**src/rtl/imem_loader.sv**
```systemverilog
// Boot-time instruction memory loader: parses a big-endian byte stream
// (16-bit word count, data words, 8-bit sum trailer) into word writes.
module imem_loader #(
    parameter int ADDR_W      = 9,
    parameter int DEPTH_WORDS = 128
) (
    input  logic              CLOCK,
    input  logic              RESET,
    input  logic [7:0]        in_data,
    input  logic              in_valid,
    output logic              in_ready,
    output logic              im_we,
    output logic [ADDR_W-1:0] im_addr,
    output logic [31:0]       im_data,
    output logic              cpu_hold,
    output logic              done,
    output logic              error
);

    typedef enum logic [2:0] {
        HDR_HI,
        HDR_LO,
        DATA,
        CHECK,
        DONE,
        ERROR
    } state_t;

    state_t      state, state_next;
    logic [7:0]  count_hi;
    logic [15:0] count;
    logic [15:0] word_idx;
    logic [1:0]  byte_idx;
    logic [23:0] word_buf;
    logic [7:0]  csum;
    logic [15:0] hdr_count;
    logic        accepting;
    logic        xfer;
    logic        last_byte;
    logic        last_word;

    assign hdr_count = {count_hi, in_data};
    assign last_byte = (byte_idx == 2'd3);
    // Word index is 16 bits wide so a full-capacity image never wraps to 0.
    assign last_word = (word_idx == count - 16'd1);

    always_comb begin
        accepting = 1'b0;
        case (state)
            HDR_HI, HDR_LO, DATA, CHECK: accepting = 1'b1;
            default:                     accepting = 1'b0;
        endcase
    end

    assign in_ready = accepting & ~RESET;
    assign xfer     = in_valid & in_ready;
    assign done     = (state == DONE);
    assign error    = (state == ERROR);
    assign cpu_hold = ~done;

    always_ff @(posedge CLOCK) begin
        if (RESET) state <= HDR_HI;
        else       state <= state_next;
    end

    always_comb begin
        state_next = state;
        case (state)
            HDR_HI: if (xfer) state_next = HDR_LO;
            HDR_LO: begin
                if (xfer) begin
                    if (hdr_count == 16'd0)
                        state_next = CHECK;
                    else if (hdr_count > 16'(DEPTH_WORDS))
                        state_next = ERROR;
                    else
                        state_next = DATA;
                end
            end
            DATA:   if (xfer && last_byte && last_word) state_next = CHECK;
            CHECK:  if (xfer) state_next = (in_data == csum) ? DONE : ERROR;
            default: state_next = state;
        endcase
    end

    always_ff @(posedge CLOCK) begin
        if (RESET) begin
            count_hi <= '0;
            count    <= '0;
            word_idx <= '0;
            byte_idx <= '0;
            word_buf <= '0;
            csum     <= '0;
            im_we    <= 1'b0;
            im_addr  <= '0;
            im_data  <= '0;
        end else begin
            im_we <= 1'b0;
            if (xfer) begin
                case (state)
                    HDR_HI: count_hi <= in_data;
                    HDR_LO: count    <= hdr_count;
                    DATA: begin
                        csum     <= csum + in_data;
                        byte_idx <= byte_idx + 2'd1;
                        case (byte_idx)
                            2'd0: word_buf[23:16] <= in_data;
                            2'd1: word_buf[15:8]  <= in_data;
                            2'd2: word_buf[7:0]   <= in_data;
                            default: begin
                                im_we    <= 1'b1;
                                im_addr  <= {word_idx[ADDR_W-3:0], 2'b00};
                                im_data  <= {word_buf, in_data};
                                word_idx <= word_idx + 16'd1;
                            end
                        endcase
                    end
                    default: ;
                endcase
            end
        end
    end

endmodule

```
**config.mk**
```make
export PLATFORM = sky130hd
export DESIGN_NAME = imem_loader
export DESIGN_NICKNAME = d
export VERILOG_FILES = /design/src/rtl/imem_loader.sv
export SDC_FILE = /design/constraint.sdc
export NUM_CORES = 1
export LEC_CHECK = 0
export ABC_AREA = 1
export CAP_MARGIN = 30
export CORE_MARGIN = 2
export CORE_UTILIZATION = 47
export DETAILED_ROUTE_END_ITERATION = 16
export GPL_ROUTABILITY_DRIVEN = 1
export GPL_TIMING_DRIVEN = 0
export PLACE_DENSITY = 0.68
export SYNTH_ARGS = -nofsm -noshare
export SYNTH_HDL_FRONTEND = slang
export SYNTH_SLANG_ARGS = --single-unit
```
**constraint.sdc**
```tcl
create_clock -name CLOCK -period 4.85 [get_ports CLOCK]
set_input_delay 0.97 -clock CLOCK [delete_from_list [all_inputs] [get_ports CLOCK]]
set_output_delay 0.97 -clock CLOCK [all_outputs]
set_load 0.05 [all_outputs]
```
==> impl_metrics.csv <==
group,metric,value,unit
detailed_routing,routed-wl-met2,6.41,mm
floorplanning,placementRows,38,
clocking,cts_max_level,4,
detailed_routing,vias_per_cell,5.25,
floorplanning,dieArea,0.0121,sq mm
sta,maxSlewHeadroom,54.9,%
critical_path,cp_slowest_cell,"clkdlybuf4s50_1",
sta,fmax,284,MHz
grt,grt_pass1_vias,4531,
critical_path,rrSetupSlack,2.83,ns
floorplanning,fp.dieW,110,microns
synth,syn_inst,708,
detailed_routing,wl_met3,800,microns
clocking,cts_hold_buf,0,
detailed_routing,routedWlPerCell,14.8,microns
grt,grt_max_degree,17,
detailed_routing,finalWirelength,13.8,mm
final_layout,area_growth,24.4,%
synth,syn-mean-instance-area,7.46,sq um
clocking,clock_tree.root_cell,"clkbuf_8",
clocking,cts_buffers,17,
detailed_routing,first_pass_iters,7,
floorplanning,io_pins,57,
synth,ys_top_cells_by_area,"dfxtp_1, o21ai_0, a21oi_1",
sta,clock_skew,0.0102,ns
synth,synth_seq_cells,117,
sta,hold_viol_final,0,
synth,synth-edff-count,0,
final_layout,instances_no_fill,934,
power_and_ir_drop,ir_drop,0.282,mV
detailed_routing,drc,0,
detailed_routing,drtIter0Drc,333,
hold_path,hp-class,"reg -> reg",
synth,ys_async_sr_fraction,0,%
final_layout,diodes,0,
grt,antenna_found_initial,0,
critical_path,path_cells,"clkdlybuf4s50_1, nor2_4, clkdlybuf4s50_1",
sta,rsz0062_at_grt,"false",
critical_path,crit_arrival,2.55,ns
critical_path,critPathMaxFanout,5,
synth,yosysSeqAreaShare,44.3,%
sta,post-route-period-util,72.6,%
sta,setup_ws,1.33,ns
place,hpwl,10.0,mm
sta,tns,0,ns
floorplanning,core,0.0109,sq mm
synth,synth_common_cells,"dfxtp_1, o21ai_0, nor2_1",
synth,synth.most_common_cell,"dfxtp_1",
detailed_routing,ant_nets,0,
grt,gr-total-overflow,0,
clocking,clk_path_buf_depth,2,
synth,mappedNetlistArea,0.00528,sq mm
flow_run,cap_violations,0,
final_layout,fin_nets,808,
floorplanning,die_h,110,microns
grt,grt_pass1_wl,22.1,mm
sta,holdWs,0.477,ns
place,place_ws,1.33,ns
clocking,worst_skew_pair.late_latency,0.53,ns
critical_path,crit_type,"in -> out",
synth,ys_warn_count,0,
synth,yosysUniqueCellTypes,36,
detailed_routing,topRoutingLayerUsed,"met4",
sta,setup_viol,0,
clocking,cts_tree,"done",
synth,synth_flop_cell,"dfxtp_1",
critical_path,required,3.88,ns
synth,netlist.top_cell.by_area,"dfxtp_1",
sta,final.min_clock_period,3.52,ns
place,port_buffers,54,
clocking,ctsResizeCount,0,
sta,tightest_slew,0.676,ns
critical_path,start_kind,"input pin",
place,gp_congestion,0.908,
final_layout,drive_gt1_share,8.06,%
clocking,post_cts_buffers,0,
critical_path,end_kind,"output pin",
clocking,cts_sinks,117,
grt,grt_use_total,24.3,%
clocking,clk_pin_slew,0.06,ns
detailed_routing,num_vias,4903,
floorplanning,start_util,48.5,%
sta,slew_viol_final,0,
critical_path,critPathMaxStageDelay,0.82,ns
critical_path,cpMostUsedCell,"clkdlybuf4s50_1",
run_status,status,"finished, final reports clean",
power_and_ir_drop,p_leak,2.81,nW
place,dp_cells,903,
power_and_ir_drop,powerDensity,357,mW/mm^2
synth,synth_top_area_share,44.3,%
detailed_routing,routedLengthMet1,6.36,mm
cell usage in the layout, fill, tap and decap left out, types with 5 or more instances in the layout:
master             n
dfxtp_1          117
a21oi_1           89
nor2_1           108
clkdlybuf4s50_1   54
inv_1             70
nor3_1             5
nand3_1           22
o21ai_0          111
ha_1              14
clkbuf_16         16
nand2_1           77
xor2_1            10
nand4_1            6
clkbuf_1          20
xnor2_1            6
buf_2              9
cell type report:
cell class | instances | area [sq um]
inverter | 73 | 274
timing repair buffer | 54 | 541
clock buffer | 19 | 442
tap | 140 | 175
sequential | 117 | 2340
buffer | 31 | 135
clock inverter | 12 | 129
fill | 993 | 4320
multi-input combinational | 488 | 2530
metal layers:
metal / GRT usage [%] / vias up
met3: 7.29 / 20
met4: 7.96 / 0
met5: 0 / -
met1: 31.2 / 2257
met2: 39.1 / 147
li1: - / 2479
path summary, 6_finish.rpt:
kind,from,to,depth (start not counted)
hold reg to reg,im_data[25],im_data[25],2
setup / recovery,RESET,in_ready,3
hold / removal,im_data[25],im_data[25],2
setup reg to reg,count[0],state[1],15
report_power, final:
| part | leakage [nW] | switching, mW | internal (mW) |
|---|---|---|---|
| logic | 1.58 | 0.110 | 0.0547 |
| registers | 0.944 | 0.00737 | 0.972 |
| clock network | 0.276 | 0.447 | 0.754 |
metrics by stage:
| stage | instance area, sq um | utilization, % | power, mW |
|---|---|---|---|
| after floorplan | 5290 | - | 1.11 |
| after global placement | 6000 | 55.1 | 1.16 |
| after detailed placement | 6000 | 55.1 | 1.16 |
| after CTS | 6570 | 60.4 | 2.36 |
| after global routing | 6570 | 60.4 | 2.44 |
| final | 6570 | 60.4 | 2.34 |
state kept, by name (all words and copies together) (netlist names):
signal / cells
byte_idx: 2
count: 16
count_hi: 8
csum: 8
im_addr: 7
im_data: 32
im_we: 1
state: 3
word_buf: 24
word_idx: 16
cell families (layout without fill, tap and decap cells):
family / count (synthesis) / in the layout / synth area share (%)
AND/OR/NAND/NOR: 246 / 246 / 21.1
buffers and inverters: 104 / 189 / 7.74
AO/OA/AOI/OAI: 208 / 208 / 20.0
XOR/XNOR: 17 / 17 / 3.08
other: 1 / 2 / 0.0710
adder cells (fa/ha/maj): 15 / 15 / 3.69
flip-flops: 117 / 117 / 44.3
worst max-delay path: cells and delay by family:
family | cells | cell delay (ns)
AND/OR/NAND/NOR | 1 | 0.19
buffers and inverters | 2 | 1.39
(Power assumes the default switching activity.)
